===== config.mk =====
export PLATFORM = sky130hd
export DESIGN_NAME = ifu_fetch_gen
export DESIGN_NICKNAME = d
export VERILOG_FILES = /design/src/rtl/ifu_fetch_gen.sv
export SDC_FILE = /design/constraint.sdc
export NUM_CORES = 1
export LEC_CHECK = 0
export BUFFER_PORTS_ARGS = -buffer_cell sky130_fd_sc_hd__buf_2
export CORE_MARGIN = 2
export CORE_UTILIZATION = 35
export CTS_BUF_LIST = sky130_fd_sc_hd__clkbuf_8
export DETAILED_ROUTE_END_ITERATION = 10
export GPL_TIMING_DRIVEN = 0
export MAX_ROUTING_LAYER = met4
export PLACE_DENSITY = 0.64
export SLEW_MARGIN = 10
export SYNTH_ARGS = -nofsm -noshare
export SYNTH_HDL_FRONTEND = slang
export SYNTH_SLANG_ARGS = --single-unit

===== constraint.sdc =====
create_clock -name clk -period 2.77 [get_ports clk]
set_input_delay 0.277 -clock clk [delete_from_list [all_inputs] [get_ports clk]]
set_output_delay 0.277 -clock clk [all_outputs]
set_load 0.005 [all_outputs]

===== src/rtl/ifu_fetch_gen.sv =====
// Fetch PC generator with an AXI read-address channel, in-order response tags
// and jump squashing of in-flight fetches.
module ifu_fetch_gen #(
  parameter int unsigned       ADDR_W      = 32,
  parameter int unsigned       FETCH_BYTES = 8,
  parameter int unsigned       INST_BYTES  = 4,
  parameter int unsigned       MAX_OUTST   = 4,
  parameter logic [ADDR_W-1:0] RESET_ADDR  = ADDR_W'(32'h8000_0000),
  localparam int unsigned      SLOTS       = FETCH_BYTES / INST_BYTES,
  localparam int unsigned      CNT_W       = $clog2(MAX_OUTST + 1)
) (
  input  logic              clk,
  input  logic              rst,
  input  logic              jump_flag_i,
  input  logic [ADDR_W-1:0] jump_addr_i,
  input  logic              stall_pc_i,
  output logic              ar_valid_o,
  output logic [ADDR_W-1:0] ar_addr_o,
  input  logic              ar_ready_i,
  input  logic              r_valid_i,
  output logic              r_ready_o,
  output logic [ADDR_W-1:0] pc_o,
  output logic              fetch_valid_o,
  output logic [ADDR_W-1:0] fetch_pc_o,
  output logic [SLOTS-1:0]  slot_mask_o,
  output logic              stale_drop_o,
  output logic [CNT_W-1:0]  outst_cnt_o,
  output logic              resp_err_o
);

  localparam int unsigned       INST_LSB   = $clog2(INST_BYTES);
  localparam int unsigned       PTR_W      = (MAX_OUTST > 1) ? $clog2(MAX_OUTST) : 1;
  localparam logic [ADDR_W-1:0] FETCH_MASK = ~ADDR_W'(FETCH_BYTES - 1);
  localparam logic [ADDR_W-1:0] INST_MASK  = ~ADDR_W'(INST_BYTES - 1);
  localparam logic [ADDR_W-1:0] SLOT_MASK  = ADDR_W'(SLOTS - 1);
  localparam logic [CNT_W-1:0]  CNT_MAX    = CNT_W'(MAX_OUTST);
  localparam logic [PTR_W-1:0]  PTR_LAST   = PTR_W'(MAX_OUTST - 1);

  logic [ADDR_W-1:0]    pc_q, pc_d;
  logic [ADDR_W-1:0]    arAddr_q, arAddr_d;
  logic                 arValid_q, arValid_d;
  logic                 killPend_q, killPend_d;
  logic [CNT_W-1:0]     cnt_q, cnt_d;
  logic [PTR_W-1:0]     wrPtr_q, wrPtr_d, rdPtr_q, rdPtr_d;
  logic [ADDR_W-1:0]    tagPc_q [MAX_OUTST];
  logic [MAX_OUTST-1:0] tagStale_q, tagStale_d;
  logic                 fetchValid_q, fetchValid_d;
  logic                 staleDrop_q, staleDrop_d;
  logic                 respErr_q, respErr_d;
  logic [ADDR_W-1:0]    fetchPc_q, fetchPc_d;
  logic [SLOTS-1:0]     slotMask_q, slotMask_d;

  logic              handshake, popHead, headStale;
  logic [ADDR_W-1:0] headPc, headSlot;

  function automatic logic [PTR_W-1:0] bumpPtr(input logic [PTR_W-1:0] p);
    return (p == PTR_LAST) ? '0 : p + PTR_W'(1);
  endfunction

  assign handshake = arValid_q & ar_ready_i;
  assign popHead   = r_valid_i & (cnt_q != '0);
  assign headPc    = tagPc_q[rdPtr_q];
  assign headStale = tagStale_q[rdPtr_q];
  assign headSlot  = (headPc >> INST_LSB) & SLOT_MASK;

  always_comb begin
    pc_d         = pc_q;
    arAddr_d     = arAddr_q;
    arValid_d    = arValid_q;
    killPend_d   = killPend_q;
    cnt_d        = cnt_q;
    wrPtr_d      = wrPtr_q;
    rdPtr_d      = rdPtr_q;
    tagStale_d   = tagStale_q;
    fetchValid_d = 1'b0;
    staleDrop_d  = 1'b0;
    slotMask_d   = '0;
    fetchPc_d    = fetchPc_q;
    respErr_d    = respErr_q | (r_valid_i & (cnt_q == '0));

    // A killed request was already redirected, so its acceptance must not advance the PC.
    if (jump_flag_i)
      pc_d = jump_addr_i & INST_MASK;
    else if (handshake && !killPend_q)
      pc_d = arAddr_q + ADDR_W'(FETCH_BYTES);

    if (!arValid_q)
      arAddr_d = pc_q & FETCH_MASK;

    if (handshake)
      arValid_d = 1'b0;
    else if (!arValid_q)
      arValid_d = !stall_pc_i && !jump_flag_i && (cnt_q < CNT_MAX);

    if (handshake)
      killPend_d = 1'b0;
    else if (jump_flag_i && arValid_q)
      killPend_d = 1'b1;

    if (jump_flag_i)
      tagStale_d = '1;
    if (handshake) begin
      tagStale_d[wrPtr_q] = killPend_q | jump_flag_i;
      wrPtr_d             = bumpPtr(wrPtr_q);
    end
    if (popHead)
      rdPtr_d = bumpPtr(rdPtr_q);

    case ({handshake, popHead})
      2'b10:   cnt_d = cnt_q + CNT_W'(1);
      2'b01:   cnt_d = cnt_q - CNT_W'(1);
      default: cnt_d = cnt_q;
    endcase

    if (popHead) begin
      if (!headStale && !jump_flag_i) begin
        fetchValid_d = 1'b1;
        fetchPc_d    = headPc;
        for (int k = 0; k < SLOTS; k++)
          slotMask_d[k] = (ADDR_W'(k) >= headSlot);
      end else begin
        staleDrop_d = 1'b1;
      end
    end
  end

  always_ff @(posedge clk) begin
    if (rst) begin
      pc_q         <= RESET_ADDR;
      arAddr_q     <= '0;
      arValid_q    <= 1'b0;
      killPend_q   <= 1'b0;
      cnt_q        <= '0;
      wrPtr_q      <= '0;
      rdPtr_q      <= '0;
      tagStale_q   <= '0;
      fetchValid_q <= 1'b0;
      staleDrop_q  <= 1'b0;
      slotMask_q   <= '0;
      fetchPc_q    <= '0;
      respErr_q    <= 1'b0;
    end else begin
      pc_q         <= pc_d;
      arAddr_q     <= arAddr_d;
      arValid_q    <= arValid_d;
      killPend_q   <= killPend_d;
      cnt_q        <= cnt_d;
      wrPtr_q      <= wrPtr_d;
      rdPtr_q      <= rdPtr_d;
      tagStale_q   <= tagStale_d;
      fetchValid_q <= fetchValid_d;
      staleDrop_q  <= staleDrop_d;
      slotMask_q   <= slotMask_d;
      fetchPc_q    <= fetchPc_d;
      respErr_q    <= respErr_d;
    end
  end

  // Tag PCs are only meaningful once pushed, so they need no reset.
  always_ff @(posedge clk) begin
    if (handshake)
      tagPc_q[wrPtr_q] <= pc_q;
  end

  assign ar_valid_o    = arValid_q;
  assign ar_addr_o     = arValid_q ? arAddr_q : (pc_q & FETCH_MASK);
  assign r_ready_o     = ~rst;
  assign pc_o          = pc_q;
  assign fetch_valid_o = fetchValid_q;
  assign fetch_pc_o    = fetchPc_q;
  assign slot_mask_o   = slotMask_q;
  assign stale_drop_o  = staleDrop_q;
  assign outst_cnt_o   = cnt_q;
  assign resp_err_o    = respErr_q;

endmodule

==> results.yml <==
status:
  outcome: "finished clean"
detailed_routing:
  wl_per_cell_um: 18.7
  drtPass1Iterations: 5
  initialDrtViolationCount: 440
  routed_via_density: 4.91
  postRouteWirelength_um: 25000
  via_count: 6572
  postRouteAntennaNets: 0
  drcViolationCount: 0
power_and_ir_drop:
  switching_power_mw: 1.83
  clkPwrFrac: 0.371
  combPwrFrac: 0.091
  seq_power_share: 0.537
  leakagePower_nw: 4.46
  intPower_mw: 5.66
  total_power_mw: 7.49
  ir_drop_uv: 249
  power_density_nw_per_um2: 639
  swShare: 0.244
critical_path:
  critPathLaunchType: "flop"
  arrival_ps: 2850
  setup.worst_path.end_class: "flop"
  crit_required_ps: 3210
  worstPathMaxFanout: 6
  path_class: "reg -> reg"
layout:
  instances_no_fill: 1339
  drive_above_1_share: 0.293
  fin_nets: 983
  antenna_cells: 0
  syn2layout_area_growth_pct: 21.1
grt:
  grt.overflow.total: 0
  antenna_found_initial: 0
  grt_pass1_vias: 6651
  grt_max_degree: 26
  grtUsageTotal: 0.180
  grt_pass1_wl_um: 38500
yosys:
  synth.top_cell.area_share: 0.397
  syn_inst: 745
  yosysWarnings: 0
  synth_edf_count: 128
  synth.net_count: 791
  synthTopCellsByArea: "edfxtp_1 (40%), dfxtp_1 (24%), mux4_2 (7.7%), nand2_1 (3.9%), a21oi_1 (3.7%)"
  synth-main-ff-cell: "edfxtp_1"
  synth_cell_types: 46
  synth_seq_cells: 244
  synthArstFlopShare: 0
  netlist_area_sq_um: 9690
  yosys.area.top_type: "edfxtp_1"
  syn_avg_cell_area_sq_um: 13.0
  ys_seq_area_frac: 0.636
sta:
  whs_ps: 34.8
  final-setup-viol-count: 0
  slew_headroom: 0.480
  post-route-period-util: 0.871
  timing.final.crit_period_ps: 2410
  worstMarginPinSlew_ps: 780
  fmax_ghz: 0.415
  rsz0062_at_grt: "no"
  skew_ps: 14.4
  hold_viol: 0
  slew_viol_final: 0
cts:
  clockRootBuffer: "clkbuf_8"
  numCtsBuffers: 39
  htree_levels: 2
  cts_buffer_depth: 3
  clk_pin_slew_ps: 60
  clock-sinks: 244
  cts_tree: "yes"
  worstSkewPairLatency_ps: 530
floorplanning:
  die_y_um: 170
  die_area_sq_um: 29000
  start_util: 0.358
  coreArea_sq_um: 27100
  rows: 60
  die_x_um: 170
  ios: 144
flow_run:
  drv_cap: 0
placement:
  numPortBuffers: 139
  routabilityCongestion: 0.850
  place_inst: 1260
  dp_hpwl_um: 18300
hold_path:
  hp-class: "in -> reg"
layer usage:
| layer | GRT usage | up-vias | routed length, um |
|---|---|---|---|
| li1 | - | 3116 | - |
| met1 | 0.227 | 3203 | 11100 |
| met2 | 0.293 | 206 | 12100 |
| met3 | 0.0335 | 47 | 1160 |
| met4 | 0.0639 | 0 | 648 |
| met5 | - | - | 0 |
final cells by class:
| class | instances | area (sq um) |
|---|---|---|
| repair buffers | 151 | 863 |
| plain buffers | 43 | 204 |
| inverters | 13 | 48.8 |
| well taps | 372 | 465 |
| clock buffers | 43 | 592 |
| fillers | 2514 | 15400 |
| multi-input cells | 445 | 3280 |
| clock inverters | 28 | 116 |
| flip-flops and latches | 244 | 6170 |
placed cells by master, fill, tap and decap left out, types with 3 or more instances in the layout:
master and instances:
nand4_1 11, and3_2 5, xnor2_1 8, edfxtp_1 128, buf_1 4, o211ai_1 6
o21ai_0 6, buf_2 150, a21o_1 5, nor2_1 23, clkinv_2 5, and3_1 22
and2_1 36, nor3_1 9, a21oi_1 72, mux4_2 33, dlygate4sd3_1 8, dfxtp_1 116
clkbuf_8 44, mux2_2 29, o22ai_1 14, mux2i_1 4, clkbuf_1 24, nand2_1 101
nand3_1 11, ha_1 7, inv_1 24, clkinv_1 10, buf_12 3, xor2_1 20
power by group through the flow:
stage	logic [mW]	registers, mW	clock network (mW)
after global placement	0.675	4.10	0
after detailed placement	0.686	4.10	0
after CTS	0.696	4.03	2.84
final	0.685	4.03	2.78
after floorplan	0.432	4.07	0
after global routing	0.757	4.04	3.00
worst max-delay path, cell delays in order, from the launching register on:
cell	delay, ps
dfxtp_1	460
nor3_1	110
nand2b_1	300
inv_1	200
ha_1	220
inv_1	60
fa_1	370
xor2_1	160
or3_1	310
a21oi_1	140
through the flow:
step | setup WS (ps) | cell area (sq um) | TNS, ps | utilization
2_1_floorplan | 687 | 9690 | 0 | -
3_3_place_gp | -246 | 10900 | -15390 | 0.400
3_5_place_dp | 358 | 10900 | 0 | 0.404
4_1_cts | 329 | 11700 | 0 | 0.433
5_1_grt | 174 | 11700 | 0 | 0.433
6_report | 358 | 11700 | 0 | 0.433
synth_stat cells, types with 4 or more instances:
| cell | instances |
|---|---|
| a21o_1 | 5 |
| xnor2_1 | 8 |
| mux2i_1 | 4 |
| nor3_1 | 9 |
| and3_1 | 26 |
| nand4_1 | 11 |
| o21ai_0 | 6 |
| buf_2 | 11 |
| mux4_2 | 33 |
| buf_1 | 4 |
| and2_1 | 36 |
| dfxtp_1 | 116 |
| nor2_1 | 23 |
| o211ai_1 | 6 |
| clkbuf_1 | 24 |
| a21oi_1 | 72 |
| ha_1 | 7 |
| mux2_2 | 29 |
| edfxtp_1 | 128 |
| inv_1 | 12 |
| o22ai_1 | 14 |
| nand2_1 | 101 |
| nand3_1 | 11 |
| xor2_1 | 20 |
cell families (layout without fill, tap and decap cells):
group	Yosys count	after routing	share of synthesized area
buf+inv	56	278	0.0261
fa+ha+maj	8	8	0.0111
xor+xnor	28	28	0.0253
flops	244	244	0.636
simple gates	234	234	0.124
mux	66	66	0.115
compound gates	109	109	0.0633
registers in the layout, summed over array words and instances, names as in the netlist, 2 cells and up, named ones only:
name         count
wrPtr_q          2
tagPc_q        128
arAddr_q        32
pc_o            32
slot_mask_o      2
rdPtr_q          2
fetch_pc_o      32
tagStale_q       4
outst_cnt_o      3
repair_timing:
action	4_1_cts	5_1_grt
buffers inserted	0	0
hold endpoints to repair	7	1
resized for setup	0	0
hold buffers	7	1
worst paths after layout:
check	startpoint	end	slack, ps	cells past startpoint
setup / recovery	outst_cnt_o[2]	outst_cnt_o[2]	360	9
hold reg to reg	fetch_pc_o[21]	fetch_pc_o[21]	450	2
setup reg to reg	outst_cnt_o[2]	outst_cnt_o[2]	360	9
hold / removal	jump_addr_i[15]	pc_o[15]	30	3
(Power assumes the default switching activity.)
